===== src/rtl/pacman_mover.sv =====
// pacman_mover: tile-grid movement controller for the Pac-Man sprite.
// Queries the legal-move lookup, applies turn requests, steps 1 px/tick.
// Ports: clk, rst_n (async low); tick move strobe; btn_l/r/u/d joystick;
//   q_x/q_y lookup query; leg_l/r/u/d lookup reply; xpos/ypos sprite;
//   cell_col/cell_row cell index; dir 0=L 1=R 2=U 3=D; moving;
//   cell_done centre-landing pulse; overrun sticky dropped-tick flag.
module pacman_mover #(
  parameter int SF         = 12,
  parameter int ORIGIN_X   = 150,
  parameter int ORIGIN_Y   = 34,
  parameter int COLS       = 28,
  parameter int START_COL  = 13,
  parameter int START_ROW  = 23,
  parameter int LOOKUP_LAT = 1
) (
  input  logic       clk,
  input  logic       rst_n,
  input  logic       tick,
  input  logic       btn_l,
  input  logic       btn_r,
  input  logic       btn_u,
  input  logic       btn_d,
  output logic [9:0] q_x,
  output logic [9:0] q_y,
  input  logic       leg_l,
  input  logic       leg_r,
  input  logic       leg_u,
  input  logic       leg_d,
  output logic [9:0] xpos,
  output logic [9:0] ypos,
  output logic [5:0] cell_col,
  output logic [5:0] cell_row,
  output logic [1:0] dir,
  output logic       moving,
  output logic       cell_done,
  output logic       overrun
);

  localparam int SW = $clog2(SF);

  localparam logic [9:0] X_RST = 10'(ORIGIN_X + START_COL * SF);
  localparam logic [9:0] Y_RST = 10'(ORIGIN_Y + START_ROW * SF);
  localparam logic [9:0] X_MIN = 10'(ORIGIN_X);
  localparam logic [9:0] X_MAX = 10'(ORIGIN_X + (COLS - 1) * SF);
  localparam logic [5:0] C_RST = 6'(START_COL);
  localparam logic [5:0] R_RST = 6'(START_ROW);
  localparam logic [5:0] C_MAX = 6'(COLS - 1);
  localparam logic [SW-1:0] SUB_MAX = SW'(SF - 1);
  localparam logic [1:0] LAT = 2'(LOOKUP_LAT);

  localparam logic [1:0] D_L = 2'd0;
  localparam logic [1:0] D_R = 2'd1;
  localparam logic [1:0] D_U = 2'd2;
  localparam logic [1:0] D_D = 2'd3;

  typedef enum logic [1:0] {
    IDLE, WAIT, DECIDE, STEP
  } state_t;

  state_t state, state_n;
  logic [1:0] cnt, cnt_n;
  logic pend, pend_n, ovr_n;

  logic req_v;
  logic [1:0] req;

  logic [SW-1:0] sub_x, sub_y, nsx, nsy;
  logic [9:0] nx, ny;
  logic [5:0] ncol, nrow;

  logic [3:0] legs;
  logic aligned, wrap_l, wrap_r;

  assign q_x = xpos;
  assign q_y = ypos;
  assign legs = {leg_d, leg_u, leg_r, leg_l};
  assign aligned = (sub_x == '0) && (sub_y == '0);
  assign wrap_l = aligned && (cell_col == '0);
  assign wrap_r = aligned && (cell_col == C_MAX);

  always_ff @(posedge clk or negedge rst_n) begin
    if (!rst_n) begin
      req_v <= 1'b0;
      req   <= D_L;
    end else if (btn_l | btn_r | btn_u | btn_d) begin
      req_v <= 1'b1;
      priority case (1'b1)
        btn_l:   req <= D_L;
        btn_r:   req <= D_R;
        btn_u:   req <= D_U;
        default: req <= D_D;
      endcase
    end
  end

  always_ff @(posedge clk or negedge rst_n) begin
    if (!rst_n) begin
      state   <= IDLE;
      cnt     <= '0;
      pend    <= 1'b0;
      overrun <= 1'b0;
    end else begin
      state   <= state_n;
      cnt     <= cnt_n;
      pend    <= pend_n;
      overrun <= ovr_n;
    end
  end

  always_comb begin
    state_n = state;
    cnt_n   = cnt;
    pend_n  = pend;
    ovr_n   = overrun;
    if (state != IDLE && tick) begin
      if (pend) ovr_n = 1'b1;
      else      pend_n = 1'b1;
    end
    unique case (state)
      IDLE: begin
        if (tick || pend) begin
          state_n = WAIT;
          cnt_n   = LAT;
          // a fresh tick alongside a serviced pending one stays queued
          pend_n  = pend && tick;
        end
      end
      WAIT: begin
        if (cnt == '0) state_n = DECIDE;
        else           cnt_n = cnt - 2'd1;
      end
      DECIDE: state_n = STEP;
      default: state_n = IDLE;
    endcase
  end

  always_comb begin
    nx   = xpos;
    ny   = ypos;
    nsx  = sub_x;
    nsy  = sub_y;
    ncol = cell_col;
    nrow = cell_row;
    unique case (dir)
      D_L: begin
        if (wrap_l) begin
          nx   = X_MAX;
          nsx  = '0;
          ncol = C_MAX;
        end else begin
          nx = xpos - 10'd1;
          if (sub_x == '0) begin
            nsx  = SUB_MAX;
            ncol = cell_col - 6'd1;
          end else begin
            nsx = sub_x - SW'(1);
          end
        end
      end
      D_R: begin
        if (wrap_r) begin
          nx   = X_MIN;
          nsx  = '0;
          ncol = '0;
        end else begin
          nx = xpos + 10'd1;
          if (sub_x == SUB_MAX) begin
            nsx  = '0;
            ncol = cell_col + 6'd1;
          end else begin
            nsx = sub_x + SW'(1);
          end
        end
      end
      D_U: begin
        ny = ypos - 10'd1;
        if (sub_y == '0) begin
          nsy  = SUB_MAX;
          nrow = cell_row - 6'd1;
        end else begin
          nsy = sub_y - SW'(1);
        end
      end
      default: begin
        ny = ypos + 10'd1;
        if (sub_y == SUB_MAX) begin
          nsy  = '0;
          nrow = cell_row + 6'd1;
        end else begin
          nsy = sub_y + SW'(1);
        end
      end
    endcase
  end

  always_ff @(posedge clk or negedge rst_n) begin
    if (!rst_n) begin
      xpos      <= X_RST;
      ypos      <= Y_RST;
      cell_col  <= C_RST;
      cell_row  <= R_RST;
      sub_x     <= '0;
      sub_y     <= '0;
      dir       <= D_L;
      moving    <= 1'b0;
      cell_done <= 1'b0;
    end else begin
      cell_done <= 1'b0;
      if (state == DECIDE) begin
        if (aligned) begin
          if (req_v && legs[req]) begin
            dir    <= req;
            moving <= 1'b1;
          end else begin
            moving <= legs[dir];
          end
        end else begin
          moving <= 1'b1;
          // L/R and U/D differ only in bit 0
          if (req_v && req == (dir ^ 2'd1)) dir <= req;
        end
      end
      // moving while aligned implies leg[dir], so wraps are legal here
      if (state == STEP && moving) begin
        xpos      <= nx;
        ypos      <= ny;
        sub_x     <= nsx;
        sub_y     <= nsy;
        cell_col  <= ncol;
        cell_row  <= nrow;
        cell_done <= (nsx == '0) && (nsy == '0);
      end
    end
  end

endmodule


===== config.mk =====
export PLATFORM = sky130hd
export DESIGN_NAME = pacman_mover
export DESIGN_NICKNAME = d
export VERILOG_FILES = /design/src/rtl/pacman_mover.sv
export SDC_FILE = /design/constraint.sdc
export NUM_CORES = 1
export LEC_CHECK = 0
export ABC_AREA = 0
export CELL_PAD_IN_SITES_DETAIL_PLACEMENT = 1
export CELL_PAD_IN_SITES_GLOBAL_PLACEMENT = 1
export CORE_MARGIN = 2
export CORE_UTILIZATION = 42
export CTS_BUF_LIST = sky130_fd_sc_hd__clkbuf_8
export CTS_CLUSTER_SIZE = 40
export DETAILED_ROUTE_END_ITERATION = 8
export GPL_ROUTABILITY_DRIVEN = 0
export GPL_TIMING_DRIVEN = 0
export PLACE_DENSITY_LB_ADDON = 0.1
export SYNTH_ARGS = -nofsm -noshare
export SYNTH_HDL_FRONTEND = slang
export SYNTH_SLANG_ARGS = --single-unit
export TNS_END_PERCENT = 100

===== constraint.sdc =====
create_clock -name clk -period 3.4 [get_ports clk]
set_input_delay 0.68 -clock clk [delete_from_list [all_inputs] [get_ports clk]]
set_output_delay 0.68 -clock clk [all_outputs]
set_load 0.02 [all_outputs]

## Yosys cells after proc, flatten, opt, wreduce, memory -nomap -nowiden

Cells that the tools add are included.

- $add $sub $neg: 13
- Order comparisons: 2
- Equal/unequal tests: 16
- Muxes and demuxes: 41
- Bitwise gates (word level): 5
- Reduce and logical (&&, ||, !) cells: 32

Operators by type and width:

| cell | number |
|---|---|
| one-hot mux 10 bit (2 select lines) | 2 |
| two-way mux 6 bit | 6 |
| two-way mux 4 bit | 6 |
| one-hot mux 6 bit (2 select lines) | 2 |
| adder 10 x 1 -> 10 bit (second input constant) | 2 |
| two-way mux 10 bit | 2 |
| subtractor 10 x 1 -> 10 bit (second input constant) | 2 |
| zero test 4 bit | 4 |
| two-way mux 2 bit | 8 |
| one-hot mux 4 bit (2 select lines) | 2 |
| adder 6 x 1 -> 6 bit (second input constant) | 2 |
| subtractor 6 x 1 -> 6 bit (second input constant) | 2 |
| nonzero test 2 bit | 5 |
| logical AND 1 bit | 9 |
| two-way mux 1 bit | 9 |
| adder 4 x 1 -> 4 bit (second input constant) | 2 |
| equality test 4 bit (second input constant) | 2 |
| inequality test 2 bit (second input constant) | 4 |
| AND reduction 2 bit | 4 |
| AND reduction 4 bit | 2 |
| subtractor 4 x 1 -> 4 bit (second input constant) | 2 |
| equality test 2 bit (second input constant) | 3 |
| equality test 6 x 5 -> 1 bit (second input constant) | 1 |
| zero test 2 bit | 3 |
| other kinds (15) | 23 |

- Flip-flop bits (word level): 53
- Bits of input ports: 11
- Output and inout port bits: 57
- Logic and storage cells: 124

## Depth between registers and ports, before layout

- Word-level depth: 8
- Mapped depth: 10

## Worst setup path after synthesis

Ideal clock, no wire load.

- Kind: register to register
- From: reg dir[0]
- To: reg ypos[8], in the netlist q_y[8]
- Library setup time: 0.078 ns
- Data arrival time: 2.600 ns
- Path slack: 0.722 ns
- Cell stages (with the launch flop): 11
- Path buffers: 1
- Clock period less this slack: 2.678 ns
- Cell sequence: dfrtp_1 buf_4 nand2b_1 inv_1 ha_1 nor2b_1 o21a_1 o21ai_1 a2111oi_0 or3_1 a31o_2

- Longest elaborated chain between the ends: 4
- Elaborated cells between the ends (all ways): 7
- Classes of those cells: eq/ne: 2; mux: 1; bitwise: 1; reduce/logical: 3

Ends and longest elaborated chain:

| element | line | source |
|---|---|---|
| start, declared | 33 | `output logic [1:0] dir,` |
| start signal, assigned | 212 | `dir <= req;` |
| start signal, assigned | 220 | `if (req_v && req == (dir ^ 2'd1)) dir <= req;` |
| equality test 2 x 1 -> 1 bit / zero test 2 bit (equally long branches) | 144 | `unique case (dir)` |
| OR reduction 2 bit (no line) | - |  |
| NOT 1 bit (no line) | - |  |
| AND reduction 2 bit (no line) | - |  |
| end signal, assigned | 226 | `ypos <= ny;` |
| end, declared | 30 | `output logic [9:0] ypos,` |

Several ways; a longest one is shown, not always the timed one.
A chain may end at the register's enable or synchronous reset.

## Worst setup path in the final report

Ends and elaborated chain as after synthesis.

==> impl_metrics.yaml <==
outcome:
  status: "completed"
synth:
  syn-instance-count: 461
  yosys.cell_types.count: 64
  synth-edff-count: 0
  synthArstFlopShare_pct: 100
  ys.flop_type: "dfrtp_1"
  synth.avg_cell_area_um2: 8.74
  ys_seq_area_share_pct: 33.4
  ys_ff_latch: 53
  syn_area_um2: 4030
  ys_warn_count: 0
  synth.net_count: 500
route:
  initialDrtViolationCount: 125
  num_vias: 3700
  dr.pass1.iters: 4
  antenna_left: 0
  drc_errors: 0
  routed_wirelength_um: 11000
  wl_per_cell_um: 16.5
  vias_per_cell: 5.56
grt:
  met2_usage_pct: 40.6
  grt_pass1_vias: 3994
  grt_util_met1_pct: 27.2
  antenna_found_initial: 0
  top_usage_layer: "met2"
  grt_use_met3_pct: 2.94
  grt_pass1_wl_um: 18700
  grtUsageTotal_pct: 22.2
  grt_start_max_net_pins: 31
  overflow: 0
power:
  vdd_drop_max_mv: 0.417
  power_density_nw_per_um2: 921
  cellLeakagePower_nw: 2.14
cells_and_area:
  diodes: 0
  final_net_count: 575
  fill_cells: 1121
  area.growth.synth_to_final_pct: 24.4
  final_cell_mix: "66 x clkdlybuf4s50_1, 42 x nor2_1, 37 x dfrtp_1, 33 x nand2_1, 33 x o21ai_0"
  final_common_cell: "clkdlybuf4s50_1"
  final_layout_size_suffix_gt1_share_pct: 14.9
die:
  die_h_um: 102
  initial_core_util_pct: 43.4
  coreArea_um2: 9280
  fp.dieW_um: 102
  placement_rows: 35
  io_pins: 68
  die-area_um2: 10400
cts:
  clk_pin_slew_ns: 0.11
  clock_path_buffers: 2
  ctsRootBufferMaster: "clkbuf_8"
  cts.sinks: 53
  hold_buffers: 0
  post_cts_buffers: 0
  clkLatencyLatePin_ns: 0.32
  numCtsBuffers: 5
  cts-resized-gates: 0
  cts_tree: "yes"
  cts_max_level: 2
worst_hold_path:
  hp-class: "primary input to async pin"
worst_setup_path:
  regToRegStartpoint: "dir[0]"
  cp_max_fo: 13
  cp_top_family: "compound AO/OA/AOI/OAI gates"
  crit_chain: "buf_4, nand2b_1, inv_1, ha_1, nor2b_1, o21a_1, o21ai_1, a2111oi_0, o21ai_0, a31o_2"
  crit_slowest_cell: "a2111oi_0"
  required_ns: 3.65
  crit_type: "flop to flop"
  endpoint_kind: "flop"
  ff2ff_path_depth: 10
  crit_buf_inv: 2
  cp.arrival_ns: 3.39
  rr_endpoint: "q_y[8]"
  start_kind: "flop"
  slowest_delay_ns: 0.63
  rrSetupSlack_ns: 0.26
timing:
  rsz0062_at_grt: "false"
  relSlewSlack_pct: 50.5
  tightest_slew_ns: 0.740
  finalHoldViolCount: 0
  setup_tns_ns: 0
  fmax_ghz: 0.319
  clock_skew_ns: 0.00910
  fin_ws_ns: 0.264
  min_period_over_period_pct: 92.2
  period_minus_slack_ns: 3.14
  setup_viol: 0
  final_max_slew_viol_count: 0
  whs_ns: 0.355
placement:
  hpwl_um: 8230
  pre_cts_ws_ns: 0.320
  portBuffers: 67
job:
  max_cap_violations: 0
==> layer usage <==
metal	vias up	part of all wire, %
li1	1783	-
met1	1834	45
met2	65	51
met3	18	2.7
met4	0	1.9
met5	-	0
==> state kept, by name, indices dropped and copies added (netlist names) <==
name       cells
cnt            2
state          2
req_v          1
sub_x          4
pend           1
q_y           10
cell_col       6
cell_done      1
dir            2
q_x           10
req            2
overrun        1
sub_y          4
moving         1
cell_row       6
==> area by class of cell <==
cell class	count	area [um^2]	share of cell area [%]
plain buffers	40	272	5.42
clock buffers	5	68.8	1.37
clock inverters	3	65.1	1.30
inverters	28	105	2.10
multi-input cells	340	2300	46.0
flip-flops and latches	53	1350	26.9
well taps	129	161	3.22
repair buffers	68	686	13.7
==> cell families after synthesis <==
| logic type | after synthesis | share of synthesized area [%] |
|---|---|---|
| XOR/XNOR | 18 | 3.91 |
| AND/OR/NAND/NOR | 150 | 19.3 |
| flip-flops | 53 | 33.4 |
| buffers and inverters | 68 | 9.35 |
| adder cells (fa/ha/maj) | 28 | 9.07 |
| AO/OA/AOI/OAI | 130 | 20.3 |
| multiplexers | 14 | 4.66 |
==> cell usage after synthesis (4+ instances only) <==
| library cell | n | area [um^2] |
|---|---|---|
| a21oi_1 | 31 | 155 |
| dfrtp_1 | 37 | 926 |
| nor2b_1 | 5 | 31.3 |
| clkbuf_1 | 11 | 41.3 |
| nand2b_1 | 8 | 50.1 |
| inv_1 | 28 | 105 |
| buf_4 | 24 | 180 |
| nor3_1 | 12 | 60.1 |
| xor2_1 | 5 | 43.8 |
| o21ai_0 | 33 | 165 |
| dfstp_2 | 16 | 420 |
| nand4_1 | 5 | 31.3 |
| a21o_1 | 4 | 30.0 |
| xnor2_1 | 13 | 114 |
| nand2_1 | 33 | 124 |
| nand3_1 | 18 | 90.1 |
| o21bai_1 | 4 | 30.0 |
| buf_6 | 4 | 45.0 |
| o22ai_1 | 6 | 37.5 |
| o31ai_1 | 5 | 37.5 |
| and3_1 | 5 | 31.3 |
| o21a_1 | 4 | 30.0 |
| a22oi_1 | 5 | 37.5 |
| a31oi_1 | 13 | 81.3 |
| a211oi_1 | 4 | 30.0 |
| nor2_1 | 42 | 158 |
| ha_1 | 26 | 325 |
| mux2_2 | 8 | 90.1 |
==> power by group <==
group / switching (mW) / leakage [nW] / internal (mW)
Combinational: 1.62 / 1.45 / 1.31
Clock: 0.233 / 0.0681 / 0.293
Sequential: 0.265 / 0.620 / 0.894
Total: 2.12 / 2.14 / 2.49
==> worst max-delay path by stage <==
| stage | start | endpoint | slack, ns | depth (start not counted) |
|---|---|---|---|---|
| 3_5_place_dp | dir[0] | q_y[8] | 0.32 | 10 |
| 4_1_cts | dir[0] | q_y[8] | 0.29 | 10 |
| 5_1_grt | dir[0] | q_y[8] | 0.05 | 10 |
| 6_report | dir[0] | q_y[8] | 0.26 | 10 |
| 2_1_floorplan | dir[0] | q_y[8] | 0.72 | 10 |
| 3_3_place_gp | rst_n | q_y[6] | -0.16 | 1 |
==> per-stage QoR <==
step / cells / instance area, um^2 / power [mW] / util [%]
2_1_floorplan: 461 / 4030 / 3.10 / -
3_3_place_gp: 657 / 4860 / 3.94 / 52.3
3_5_place_dp: 658 / 4870 / 4.09 / 52.5
4_1_cts: 666 / 5010 / 4.65 / 53.9
5_1_grt: 666 / 5010 / 5.00 / 53.9
6_report: 666 / 5010 / 4.61 / 53.9
Note: power is estimated with default switching activity, not from simulation.
